## src/rtl/seg_capture.sv

```systemverilog
// seg_capture: readback monitor for a time-multiplexed seven-segment display.
// It watches the segment bus and the digit-select lines. Once a pattern has
// been stable for STABLE samples, it decodes the pattern back into the 4-bit
// display code and stores that code in the selected slot. It pulses
// frame_valid once every slot has been refreshed.
module seg_capture #(
  parameter int unsigned DIGITS = 8,
  parameter int unsigned STABLE = 4
) (
  input  logic                  clk,
  input  logic                  rst,
  input  logic [7:0]            seg_in,
  input  logic [DIGITS-1:0]     dig_sel,
  input  logic                  err_clr,
  output logic [4*DIGITS-1:0]   digits_out,
  output logic [DIGITS-1:0]     dp_out,
  output logic                  frame_valid,
  output logic                  err
);

  localparam int unsigned CW         = $clog2(STABLE + 1);
  localparam logic [CW-1:0] CNT_MAX    = CW'(STABLE);
  localparam logic [CW-1:0] CNT_COMMIT = CW'(STABLE - 1);
  localparam logic [3:0]    CODE_BLANK = 4'hB;
  localparam logic [3:0]    CODE_BAD   = 4'hF;

  // One bus sample: the digit selects plus the raw segment byte.
  typedef struct packed {
    logic [DIGITS-1:0] sel;
    logic [7:0]        seg;
  } sample_t;

  sample_t             cur_c;
  sample_t             s1;
  logic [CW-1:0]       cnt;
  logic [CW-1:0]       cnt_nxt;
  logic [DIGITS-1:0]   seen;
  logic [DIGITS-1:0]   seen_nxt;
  logic [DIGITS-1:0]   seen_upd;
  logic [4*DIGITS-1:0] digits_nxt;
  logic [DIGITS-1:0]   dp_nxt;
  logic                fv_nxt;
  logic                err_nxt;
  logic                new_err;
  logic                commit_c;
  logic                sel_none_c;
  logic                sel_multi_c;
  logic [3:0]          code_c;

  // Map segments A..G (DP excluded) back to the encoder's 4-bit code.
  function automatic logic [3:0] decode(input logic [6:0] p);
    logic [3:0] c;
    case (p)
      7'h7E:   c = 4'h0;
      7'h30:   c = 4'h1;
      7'h6D:   c = 4'h2;
      7'h79:   c = 4'h3;
      7'h33:   c = 4'h4;
      7'h5B:   c = 4'h5;
      7'h5F:   c = 4'h6;
      7'h70:   c = 4'h7;
      7'h7F:   c = 4'h8;
      7'h73:   c = 4'h9;
      7'h01:   c = 4'hA;
      7'h00:   c = 4'hB;
      7'h0D:   c = 4'hC;
      default: c = 4'hF;
    endcase
    return c;
  endfunction

  // The current bus sample in the same layout as s1.
  always_comb begin
    cur_c     = '0;
    cur_c.sel = dig_sel;
    cur_c.seg = seg_in;
  end

  // Stability counter: it restarts on any change and saturates, so a run
  // crosses the commit value only once.
  always_comb begin
    cnt_nxt = cnt;
    if (cur_c != s1) begin
      cnt_nxt = '0;
    end else if (cnt != CNT_MAX) begin
      cnt_nxt = cnt + CW'(1);
    end
  end

  // Commit qualification and classification of the stable sample.
  assign commit_c    = (cnt == CNT_COMMIT);
  assign code_c      = decode(s1.seg[7:1]);
  assign sel_none_c  = (s1.sel == '0);
  assign sel_multi_c = ((s1.sel & (s1.sel - DIGITS'(1))) != '0);

  // Slot write, frame tracking and sticky error for the committed sample.
  always_comb begin
    digits_nxt = digits_out;
    dp_nxt     = dp_out;
    seen_nxt   = seen;
    seen_upd   = seen | s1.sel;
    fv_nxt     = 1'b0;
    new_err    = 1'b0;
    if (commit_c && !sel_none_c) begin
      if (sel_multi_c) begin
        new_err = 1'b1;
      end else begin
        for (int unsigned i = 0; i < DIGITS; i++) begin
          if (s1.sel[i]) begin
            digits_nxt[4*i +: 4] = code_c;
            dp_nxt[i]            = s1.seg[0];
          end
        end
        if (code_c == CODE_BAD) begin
          new_err = 1'b1;
        end
        if (seen_upd == '1) begin
          fv_nxt   = 1'b1;
          seen_nxt = '0;
        end else begin
          seen_nxt = seen_upd;
        end
      end
    end
    // A new error outranks a clear on the same edge.
    err_nxt = (err & ~err_clr) | new_err;
  end

  // State register for the sampler, the counter and all outputs.
  always_ff @(posedge clk) begin
    if (rst) begin
      s1          <= '0;
      cnt         <= '0;
      seen        <= '0;
      digits_out  <= {DIGITS{CODE_BLANK}};
      dp_out      <= '0;
      frame_valid <= 1'b0;
      err         <= 1'b0;
    end else begin
      s1          <= cur_c;
      cnt         <= cnt_nxt;
      seen        <= seen_nxt;
      digits_out  <= digits_nxt;
      dp_out      <= dp_nxt;
      frame_valid <= fv_nxt;
      err         <= err_nxt;
    end
  end

endmodule

```

## config.mk

```make
export PLATFORM = sky130hd
export DESIGN_NAME = seg_capture
export DESIGN_NICKNAME = d
export VERILOG_FILES = /design/src/rtl/seg_capture.sv
export SDC_FILE = /design/constraint.sdc
export NUM_CORES = 1
export LEC_CHECK = 0
export CORE_MARGIN = 3
export CORE_UTILIZATION = 40
export DETAILED_ROUTE_END_ITERATION = 8
export PLACE_DENSITY = 0.63
export SLEW_MARGIN = 10
export SYNTH_ARGS = -nofsm -noshare
export SYNTH_HDL_FRONTEND = slang
export SYNTH_SLANG_ARGS = --single-unit
```

## constraint.sdc

```tcl
create_clock -name clk -period 2.3 [get_ports clk]
set_input_delay 0.46 -clock clk [delete_from_list [all_inputs] [get_ports clk]]
set_output_delay 0.46 -clock clk [all_outputs]
set_load 0.1 [all_outputs]
```

After elaboration in Yosys (flattened, before gate mapping)

Index checks and enable logic that the tools add are counted.

Flip-flop bits (word level): 69
Latch bits: 0
Memory bits (writable): 0
Bits in read-only memories: 0
Output and inout port bits: 42
Logic and storage cells: 70
Memories kept: 0

Add/subtract/negate cells: 2
Multipliers: 0
Divide/modulo/power cells: 0
Magnitude comparators: 0
Equal/unequal tests: 17
Shift operators: 0
Mux-type cells: 6
Bitwise gates (word level): 7
Reductions and logical operators: 16

Operators by type and width:

| kind                                                                  | number |
|---|---|
| 7-bit equality test, second input constant                            | 8 |
| 4-bit one-hot mux with 13 select lines                                | 1 |
| 3-bit AND reduction                                                   | 8 |
| 16-bit inequality test                                                | 1 |
| 7-bit by 6-bit equality test with 1-bit output, second input constant | 2 |
| 8-bit bitwise AND                                                     | 1 |
| 8-bit equality test, second input constant                            | 1 |
| 8-bit zero test                                                       | 1 |
| 8-bit 2-to-1 mux                                                      | 1 |
| 8-bit bitwise OR                                                      | 1 |
| 8-bit nonzero test                                                    | 1 |
| 8-bit by 1-bit subtractor with 8-bit output, second input constant    | 1 |
| 7-bit by 1-bit equality test with 1-bit output, second input constant | 1 |
| 7-bit by 4-bit equality test with 1-bit output, second input constant | 1 |
| 7-bit zero test                                                       | 1 |
| 4-bit equality test, second input constant                            | 1 |
| 1-bit 2-to-1 mux                                                      | 4 |
| 3-bit by 1-bit adder with 3-bit output, second input constant         | 1 |
| 3-bit by 2-bit equality test with 1-bit output, second input constant | 1 |
| 3-bit inequality test, second input constant                          | 1 |
| 1-bit inverter                                                        | 3 |
| 3-bit OR reduction                                                    | 1 |
| 2-bit AND reduction                                                   | 1 |
| 2-bit OR reduction                                                    | 1 |
| 4 further kinds                                                       | 4 |

Logic depth before layout (Yosys ltp)

Gate-level depths: netlist (run 1).

Depth in word-level cells: 7
Gate-level depth with buffers: 7

Worst setup path before layout (run 1)

OpenSTA, ideal clock, no wires.

Kind: reg2reg
From: reg s1[10] (netlist bit)
To: reg digits_out[10]
Setup time: 0.144 ns
Arrival: 1.945 ns
Required time: 2.156 ns
Path slack: 0.211 ns
Cell stages (with the launch flop): 8
Path buffers: 2
Clock period less this slack: 2.089 ns
Cell sequence: dfxtp_1 buf_2 or4_4 or3_4 a31o_2 buf_6 a31oi_1 a211oi_1

Cells in the longest elaborated chain, start to end: 5

Ends and longest elaborated chain:

| item                                        | RTL line | text |
|---|---|---|
| from (decl)                                 | 34       | `sample_t s1;` |
| from (signal assigned)                      | 140      | `s1 <= cur_c;` |
| 8-bit by 1-bit subtractor with 8-bit output | 94       | `assign sel_multi_c = ((s1.sel & (s1.sel - DIGITS'(1))) != '0);` |
| 8-bit bitwise AND                           | 94       |  |
| 8-bit nonzero test                          | 94       |  |
| 1-bit inverter (no line)                    | --       |  |
| 3-bit AND reduction (no line) *             | --       |  |
| to (signal assigned)                        | 135      | `digits_out <= {DIGITS{CODE_BLANK}};` |
| to (signal assigned)                        | 143      | `digits_out <= digits_nxt;` |
| to (decl)                                   | 15       | `output logic [4*DIGITS-1:0] digits_out,` |

Mark *: on every way between the ends. The rest lies on a longest branch, timed or not.
A chain may end at the register's enable or synchronous reset.

Worst setup path in the final report (run 1)

From: reg s1[10] (netlist bit)
To: reg digits_out[9]

The elaborated chain is that of the path after synthesis.

==> results.txt, run 1 <==
The run finished with clean final reports. The setup TNS is 0 ns. The number of endpoints failing setup at the final stage is 0. The endpoint arrival time on the critical path came out at 2.48 ns. Registers take 0.001381 sq mm. The total iterations of the first detailed-routing run came out at 4. The fraction of final layout cells with drive strength greater than 1 is 24.36%. The post-synthesis share of cell area spent on and, or, nand and nor gates came out at 19.71%. The number of primary I/O pins came out at 61. The post-synthesis sequential area ratio came out at 42.76%. The number of filler cells placed in the layout came out at 763. The worst slew margin relative to its limit came out at 50.13%. The ratio of routed vias to standard cells came out at 5.323.

The total number of nets in the final design came out at 448. The filler-free cell count of the finished design is 533. The area growth from synthesis to final layout is 27.50%.

Measured against the total synthesized area, the mux share comes to 5.887%. The required time of the critical path came out at 2.57 ns. In this run the remaining antenna-violating nets after routing total 0. The minimum clock period after layout came out at 2.210 ns.

By area, the combinational part of the netlist is dominated by compound AO/OA/AOI/OAI gates. The routed wire length is 8165 um. Summing every instance area after synthesis gives 0.003231 sq mm. After detailed routing, the number of remaining DRC violations is 0.

The maximum fanout encountered on the critical timing path is 14. Of the total synthesized cell area, the portion taken by XOR and XNOR cells is 5.151%. The aggregate global routing overflow is 0. The final route contains 2837 vias. The via count of the first global-routing pass came to 2673. The count of final hold-check violations came to 0. OpenSTA, run right after detailed placement, puts the worst setup slack at 0.06023 ns. The maximum clock frequency is 452.6 MHz. The site row count is 32. The post-synthesis net count is 376. The core box area came out at 0.007767 sq mm. Entering global routing, the biggest net connects 31 pins. The number of enable flip-flop cells after synthesis came out at 0.

Once the floorplan was initialized, standard cells occupied 41.59% of the core. The fraction of the cycle the final worst path needs came out at 96.07%. The synthesized-area fraction occupied by ao, oa, aoi and oai cells is 19.95%.

The last weighted congestion value of the routability-driven placer is 0.8772. The critical path in this run is classified as reg -> reg. The share of synthesized registers carrying an async set or reset is 0%.

The post-CTS repair timing setup buffer count is 0. The number of buffer cells added on primary ports came out at 60. The number of hold buffers added after CTS is 0.

The CTS sink count is 69. Including well taps, the total number of placed cells is 517. The number of different library cells used by synthesis comes to 55.

In this run the static leakage power is 1.638 nW. The buffer cell driving the clock tree root is clkbuf_8. The number of antenna violations at the first check in global routing is 0. Across the run, the number of max-cap violations was 0. The worst-case clock buffer depth is 2. The worst path meets setup with 0.09040 ns of slack. For the pin with the worst max-slew slack, the measured transition is 0.7435 ns.

The worst clock skew on the final layout came out at 0.01219 ns. The CTS H-tree depth is 3. The synthesized area divided by synthesized cell count came out at 9.126 sq um.

The number of antenna repair diodes is 0. The number of max-slew violations in the final report came out at 0. During synthesis, Yosys emitted a total of 0 warnings.

The number of instances in the synthesized netlist came out at 354. The total power density per cell area is 571.8 mW/mm^2. Setup repair after global routing left no endpoint under its margin. The overall global routing resource usage came out at 18.54%. Measured along the x axis, the die boundary spans 95.87 um. The worst-case vdd ir drop is 0.2604 mV. The first global-routing pass estimated 13170 um of wire. The area of the die came out at 0.009191 sq mm. The height of the die came out at 95.87 um.

Summing the areas of all fa, ha and maj instances in the mapped netlist gives 1.472% of the synthesized area. TritonCTS built the clock tree. The path class of the lowest-slack min-delay path is reg -> reg. The average detailed-routed wire length per instance came out at 15.32 um.

After the first detailed-routing iteration, the DRC count stood at 144. The HPWL after detailed placement came out at 5994 um. Cells fill 53.03% of the core in the end. After clock tree synthesis, the clock-pin slew on the worst setup and hold paths is 0.07 ns.

The number of clock buffers added by TritonCTS is 9. The dominant synthesized flop cell is dfxtp_1. STA classifies the critical path endpoint as a flop. The multi-input combinational cells in the finished layout cover a total of 0.001702 sq mm. In this run, synthesis produced a sequential element count of 69. The critical path startpoint category is a flop. The clock latency at the later pin of the worst-skew pair is 0.35 ns.
==> through the flow <==
step           area, sq um  power [mW]  hold slack (ns)
2_1_floorplan         3231       1.416           0.4327
3_3_place_gp          3933       1.502           0.4417
3_5_place_dp          3933       1.505           0.4458
4_1_cts               4103       2.376           0.4595
5_1_grt               4119       2.459           0.4693
6_report              4119       2.355           0.4570
==> routing by layer <==
| metal | track usage (%) | share of wire [%] | up-vias |
|---|---|---|---|
| li1 | - | - | 1413 |
| met5 | 0 | 0 | - |
| met4 | 5.924 | 1.9 | 0 |
| met1 | 24.15 | 46 | 1338 |
| met3 | 5.786 | 4.7 | 14 |
| met2 | 29.24 | 48 | 72 |
==> placed cells by master (no fill, tap or decap), drive strengths merged, types with 15 or more instances in the layout <==
| cell type | count |
|---|---|
| nand3 | 15 |
| o21ai | 17 |
| a21oi | 25 |
| mux2i | 19 |
| nor2 | 35 |
| dfxtp | 69 |
| nor2b | 17 |
| clkdlybuf4s50 | 17 |
| buf | 70 |
==> path summary, 6_finish.rpt <==
path	startpoint	to	slack, ns	cells past startpoint
setup / recovery	s1[10]$_SDFF_PP0_	digits_out[9]$_SDFFE_PP1P_	0.09	5
hold / removal	seen[4]$_SDFFE_PP0P_	seen[4]$_SDFFE_PP0P_	0.46	2
setup reg to reg	s1[10]$_SDFF_PP0_	digits_out[9]$_SDFFE_PP1P_	0.09	5
hold reg to reg	seen[4]$_SDFFE_PP0P_	seen[4]$_SDFFE_PP0P_	0.46	2
==> worst max-delay path: stages, from the launching register on <==
cell     delay, ns
dfxtp_1       0.37
or4_4         0.59
or3_4         0.37
a31o_4        0.29
nand3_1       0.26
mux2i_1       0.24
==> timing repair <==
action                     in CTS  in global routing
gates resized for setup         0                  2
hold endpoints to repair        0                  0
setup endpoints to repair       0                 17
==> power by group <==
group          leakage (nW)  total, mW  internal, mW  switching, mW
logic                 0.993      0.252         0.114          0.138
clock network        0.0836      0.872         0.422          0.450
registers             0.561       1.23          1.21         0.0221
total                  1.64       2.36          1.75          0.610
==> Yosys cell counts, drive strengths merged (7+ instances only) <==
| cell | instances | area [sq um] |
|---|---|---|
| clkbuf | 15 | 56.30 |
| nand2 | 13 | 48.80 |
| buf | 11 | 62.55 |
| inv | 12 | 45.04 |
| nor2b | 17 | 106.4 |
| xor2 | 12 | 105.1 |
| xnor2 | 7 | 61.31 |
| nand4 | 9 | 56.30 |
| o21ai | 17 | 85.08 |
| a21oi | 25 | 143.9 |
| dfxtp | 69 | 1381 |
| nand3 | 15 | 75.07 |
| mux2i | 19 | 190.2 |
| nor2 | 35 | 133.9 |
| a211oi | 11 | 87.58 |
==> layout make-up <==
cell class	count	area share (%)
Multi-Input combinational cell	247	41.31
Clock inverter	3	0.5164
Inverter	12	1.094
Timing Repair Buffer	87	16.83
Tap cell	102	3.098
Clock buffer	13	3.615
Sequential cell	69	33.54
==> sequential cells by signal, indices dropped and copies added (netlist names) <==
signal and count:
s1 16, err 1, seen 8, dp_out 8, digits_out 32, frame_valid 1
cnt 3
==> logic make-up after synthesis <==
logic type | after synthesis
buffers and inverters | 38
muxes | 19
DFF | 69
AOI/OAI and AO/OA | 85
xor gates and xnor gates | 19
adders and majority gates | 4
and+or+nand+nor | 120
(Power assumes the default switching activity.)
==> inputs of run 2 (changes only) <==
- CORE_UTILIZATION: 40 -> 52
- PLACE_DENSITY: 0.63 -> 0.79
==> results.txt, run 2 (synthesis results as in run 1) <==
In this run the worst hold path is classified as reg -> reg. The kind of critical path is reg -> reg. The initial standard-cell utilization of the core is 54.24% (+13 points). The area of the die is 0.007194 sq mm (-22%).

The run finished with clean final reports. The aggregate global routing overflow was 0 (unchanged). The setup TNS came out at 0 ns (unchanged). The number of flip-flops under the largest register name is 32 (unchanged). The total power density per cell area came out at 582.6 mW/mm^2 (+1.9%). STA classifies the critical path endpoint as a flop. The minimum clock period after layout came out at 2.189 ns (-0.02066 ns). The cell sitting at the root of the clock tree is a clkbuf_8.

The height of the die is 84.82 um (-12%). In the layout the commonest cells are dfxtp_1, buf_4, nor2_1. The clock latency at the later pin of the worst-skew pair is 0.34 ns (about the same). The CTS sink count came to 69 (unchanged). The total number of nets in the final design came out at 448 (unchanged). Setup repair after global routing left no endpoint under its margin. The total iterations of the first detailed-routing run is 4 (unchanged). The number of routed nets with antenna violations is 0 (unchanged).

The number of antenna repair diodes was 0 (unchanged). The last weighted congestion value of the routability-driven placer came out at 0.8096 (-7.7%). The worst-case clock buffer depth is 2 (unchanged). The endpoint arrival time on the critical path is 2.46 ns (-0.02 ns). The required time of the critical path came out at 2.57 ns (about the same). The count of final hold-check violations came out at 0 (unchanged). The clock-pin slew reported for the worst setup and hold paths after clock tree synthesis came to 0.07 ns (about the same). The fraction of final layout cells with drive strength greater than 1 came out at 24.83% (+0.46 points). The number of filler cells placed in the layout came to 489 (-36%). The die boundary width came out at 84.82 um (-12%). The post-route worst setup slack came out at 0.1111 ns (+0.02066 ns). The worst setup slack before clock tree synthesis came out at 0.09581 ns (+0.03559 ns). The max-capacitance violation count is 0 (unchanged). The slew at the pin closest to its max-slew limit came out at 0.6668 ns (-0.07667 ns). The pin count of the biggest net entering global routing came to 29 (-6.5%). The static leakage is 1.639 nW (about the same). The critical path startpoint category is a flop. The number of primary I/O pins came to 61 (unchanged). The site row count is 28 (-13%). Counting flops per register, the top entry is digits_out. The total power is 2.379 mW (+1.0%). The maximum clock frequency came to 456.8 MHz (+0.94%). The number of hold buffers added after CTS is 0 (unchanged). The DRC violation count after routing came out at 0 (unchanged). The routed wire length came out at 7898 um (-3.3%). The first-pass GRT wire length came out at 13010 um (-1.3%).

The average detailed-routed wire length per instance came out at 15.61 um (+1.9%). The number of endpoints failing setup at the final stage is 0 (unchanged). The CTS H-tree depth came out at 3 (unchanged). The core box area came out at 0.005956 sq mm (-23%). The via count of the first global-routing pass is 2758 (+3.2%).

The HPWL after detailed placement is 5754 um (-4.0%). The area growth from synthesis to final layout is 26.41%. In the final layout, the registers with the most flip-flops are digits_out: 32 flops, s1: 16 flops. The ratio of routed vias to standard cells is 5.650 (+6.2%). The number of max-slew violations in the final report is 0 (unchanged). The number of antenna violations at the first check in global routing is 0 (unchanged). The fraction of the cycle the final worst path needs came to 95.17% (-0.90 points). The number of buffer cells added on primary ports came out at 60 (unchanged). The total number of vias is 2859 (+0.78%). The number of buffers created by CTS was 9 (unchanged).

The worst-case vdd ir drop was 0.4209 mV (+62%). The worst slew margin relative to its limit is 55.28% (+5.1 points). TritonCTS built the clock tree.

The maximum fanout encountered on the critical timing path came out at 14 (unchanged). The overall global routing resource usage came out at 22.50% (+4.0 points). The worst clock skew on the final layout is 0.01030 ns (-0.001893 ns).

The DRC violation total after the first TritonRoute iteration came out at 219 (+52%).
[run 2: final timing paths]
kind	from	endpoint	slack, ns	cells after the start
worst max-delay path	s1[10]$_SDFF_PP0_	digits_out[11]$_SDFFE_PP1P_	0.11	5
worst min-delay path	dp_out[5]$_SDFFE_PP0P_	dp_out[5]$_SDFFE_PP0P_	0.46	2
worst max register to register	s1[10]$_SDFF_PP0_	digits_out[11]$_SDFFE_PP1P_	0.11	5
worst min register to register	dp_out[5]$_SDFFE_PP0P_	dp_out[5]$_SDFFE_PP0P_	0.46	2
[run 2: what timing repair did]
action | in CTS | in global routing
gates resized for setup | 0 | 1
setup buffers | 0 | 2
setup endpoints to repair | 0 | 16
[run 2: through the flow]
step / instance area, sq um / cells / hold slack (ns) / utilization (%)
final: 4084 / 506 / 0.4608 / 68.57
after global routing: 4084 / 506 / 0.4811 / 68.57
after CTS: 4063 / 504 / 0.4612 / 68.21
after detailed placement: 3884 / 488 / 0.4502 / 65.21
after global placement: 3884 / 488 / 0.4409 / 65.21
after floorplan: 3231 / 354 / 0.4327 / -
[run 2: power by group]
group	total [mW]	internal [mW]	switching (mW)
Combinational	0.250	0.114	0.136
Sequential	1.23	1.21	0.0221
Clock	0.898	0.449	0.449
Total	2.38	1.77	0.607
[run 2: worst max-delay path, stage by stage, from the launching register on]
cell     delay, ns
dfxtp_1       0.35
or4_4         0.57
or3_4         0.37
a31o_2        0.31
nand3_1       0.27
mux2i_1       0.23
[run 2: layer usage]
layer | global-route usage, % | vias to the layer above | part of all wire, %
met5 | 0 | - | 0
met4 | 8.777 | 0 | 2.4
met3 | 5.825 | 15 | 5.1
met2 | 36.37 | 79 | 47
met1 | 28.90 | 1355 | 45
li1 | - | 1410 | -
[run 2: final cells by class]
| class | instances | area (sq um) | share of cell area [%] |
|---|---|---|---|
| timing repair buffer | 87 | 693.2 | 16.97 |
| clock buffer | 13 | 158.9 | 3.891 |
| inverter | 12 | 45.04 | 1.103 |
| multi-input combinational | 247 | 1692 | 41.42 |
| sequential | 69 | 1381 | 33.82 |
| clock inverter | 3 | 20.02 | 0.4902 |
| tap | 75 | 93.84 | 2.298 |
==> inputs of run 3 (changes only) <==
- CORE_UTILIZATION: 52 -> 54
- CTS_BUF_LIST: not set -> sky130_fd_sc_hd__clkbuf_8
- PLACE_DENSITY: 0.79 -> 0.81
==> results.txt, run 3 (synthesis results as in run 1) <==
The ratio of routed vias to standard cells was 5.679 (+0.50%). The number of flip-flops under the largest register name is 32 (unchanged). TritonCTS built the clock tree.

The first-pass GRT wire length is 13600 um (+4.6%). The core box area came out at 0.005642 sq mm (-5.3%). The initial standard-cell utilization of the core is 57.26% (+3.0 points). The fraction of the cycle the final worst path needs is 93.61% (-1.6 points). The area of all placed cells without fillers is 0.004085 sq mm (about the same). The site row count came out at 27 (-3.6%).

The run finished with clean final reports. The height of the die is 83.35 um (-1.7%). The critical path in this run is classified as reg -> reg. Setup repair after global routing left no endpoint under its margin. The number of max-slew violations in the final report is 0 (unchanged). The tree is rooted in a clkbuf_8. The count of final hold-check violations came out at 0 (unchanged).

The static leakage is 1.642 nW (+0.15%). The number of buffer cells added on primary ports came out at 60 (unchanged). The worst slew margin relative to its limit came out at 56.31% (+1.0 points). The setup TNS came out at 0 ns (unchanged). The worst clock skew on the final layout is 0.01042 ns (+0.0001217 ns). The library cells used most frequently in the layout, excluding fill and tap cells, are dfxtp_1, buf_4, nor2_1. The clock-pin slew reported for the worst setup and hold paths after clock tree synthesis is 0.08 ns (about the same). The cell area after placement is 0.003872 sq mm (-0.29%).

The worst stage delay on the critical path came out at 0.56 ns (about the same). The number of cells in the design after placement came out at 484 (-0.82%). The total number of vias is 2845 (-0.49%). The CTS H-tree depth came out at 3 (unchanged). The maximum clock frequency is 464.5 MHz (+1.7%). The area of the die is 0.006946 sq mm (-3.4%).

The endpoint arrival time on the critical path came out at 2.43 ns (-0.03 ns). The number of filler cells placed in the layout came out at 437 (-11%). The die boundary width is 83.35 um (-1.7%).

The number of endpoints failing setup at the final stage was 0 (unchanged). The total power density per cell area came out at 609.4 mW/mm^2 (+4.6%). The number of antenna repair diodes came out at 0 (unchanged). The clock latency at the later pin of the worst-skew pair is 0.35 ns (about the same). The slew at the pin closest to its max-slew limit is 0.6547 ns (-0.01213 ns). The aggregate global routing overflow came out at 0 (unchanged). The hold-critical path depth was 2 (unchanged). The number of hold buffers added after CTS was 0 (unchanged). The CTS sink count is 69 (unchanged). The routed wire length was 8131 um (+3.0%).

The depth of the most critical reg-to-reg path is 5 (unchanged). The tightest min-delay check is of the reg -> reg type. The minimum clock period after layout is 2.153 ns (-0.03603 ns). The number of routed nets with antenna violations came to 0 (unchanged). STA classifies the critical path startpoint as a flop. The filler-free cell count of the finished design was 501 (-0.99%). The slowest library cell on the worst path is or4_4. The worst-case vdd ir drop came out at 0.3860 mV (-8.3%).

Ranked by flip-flop count, first place goes to digits_out. The total number of nets in the final design is 446 (-0.45%). The pin count of the biggest net entering global routing came to 28 (-3.4%). The average detailed-routed wire length per instance was 16.23 um (+4.0%). The DRC violation total after the first TritonRoute iteration is 243 (+11%). The total iterations of the first detailed-routing run is 5 (+1). The max-capacitance violation count was 0 (unchanged).

The required time of the critical path is 2.58 ns (about the same). The maximum fanout encountered on the critical timing path came out at 14 (unchanged). The area growth from synthesis to final layout came out at 26.45% (about the same). The number of antenna violations at the first check in global routing came out at 0 (unchanged). The number of buffers created by CTS came to 9 (unchanged).

The fraction of final layout cells with drive strength greater than 1 was 24.71% (-0.12 points). The signal on the critical path passes through or4_4 -> or3_4 -> a31o_4 -> nand3_1 -> mux2i_1. The type of element capturing the critical path is a flop. The via count of the first global-routing pass is 2818 (+2.2%). Leaving out fill and tap cells, the most frequent cell in the layout is dfxtp_1. The overall global routing resource usage is 24.09% (+1.6 points).

In the final layout, the registers with the most flip-flops are digits_out: 32 flops, s1: 16 flops. The worst-case clock buffer depth is 2 (unchanged). The smallest hold slack came out at 0.4568 ns (-0.004026 ns). The last weighted congestion value of the routability-driven placer is 0.8197 (+1.2%).

The DRC violation count after routing came to 0 (unchanged). The HPWL after detailed placement came out at 5858 um (+1.8%). The number of primary I/O pins came out at 61 (unchanged).

The total power is 2.490 mW (+4.6%).
-- run 3: cell types whose count changed in the layout (fill, tap and decap cells not counted), sizes merged --
cell / change
buf: -2
bufinv: +1
clkbuf: -4
clkinv: +1
inv: +2
-- run 3: final timing paths --
path	start	to	slack, ns
worst max-delay path	s1[11]$_SDFF_PP0_	digits_out[11]$_SDFFE_PP1P_	0.15
worst min register to register	seen[6]$_SDFFE_PP0P_	seen[6]$_SDFFE_PP0P_	0.46
worst max register to register	s1[11]$_SDFF_PP0_	digits_out[11]$_SDFFE_PP1P_	0.15
worst min-delay path	seen[6]$_SDFFE_PP0P_	seen[6]$_SDFFE_PP0P_	0.46
-- run 3: stage by stage --
step | util (%) | setup WS, ns
after floorplan | - | 0.2114
after global placement | 68.64 | 0.1027
after detailed placement | 68.64 | 0.02880
after CTS | 72.12 | 0.04617
after global routing | 72.41 | 0.003576
final | 72.41 | 0.1471
-- run 3: area by class of cell --
type | count | area, sq um | share of cell area, %
clock inverters | 7 | 72.57 | 1.776
clock buffers | 9 | 123.9 | 3.032
well taps | 72 | 90.09 | 2.205
multi-input cells | 247 | 1694 | 41.47
flip-flops and latches | 69 | 1381 | 33.81
inverters | 12 | 45.04 | 1.103
repair buffers | 85 | 678.2 | 16.60
-- run 3: routing by layer --
metal / share of wire, % / routed length [um] / track usage, % / vias to the layer above
met1: 44 / 3613 / 30.53 / 1333
met5: 0 / 0 / 0 / -
met2: 48 / 3870 / 39.21 / 75
li1: - / - / - / 1415
met4: 2.8 / 228 / 11.74 / 0
met3: 5.2 / 419 / 4.563 / 22
-- run 3: critical path: cells and delay by family (launching register included) --
family	cells	cell delay (ns)
flops	1	0.39
compound gates	1	0.29
mux	1	0.23
simple gates	3	1.19
-- run 3: power by group --
group          internal, mW  switching (mW)
registers              1.21          0.0247
logic                 0.115           0.135
clock network         0.504           0.503
-- run 3: timing repair --
action	in CTS	in global routing
buffers inserted	0	1
setup endpoints to repair	0	13
hold endpoints to repair	0	0
gates resized for setup	0	1
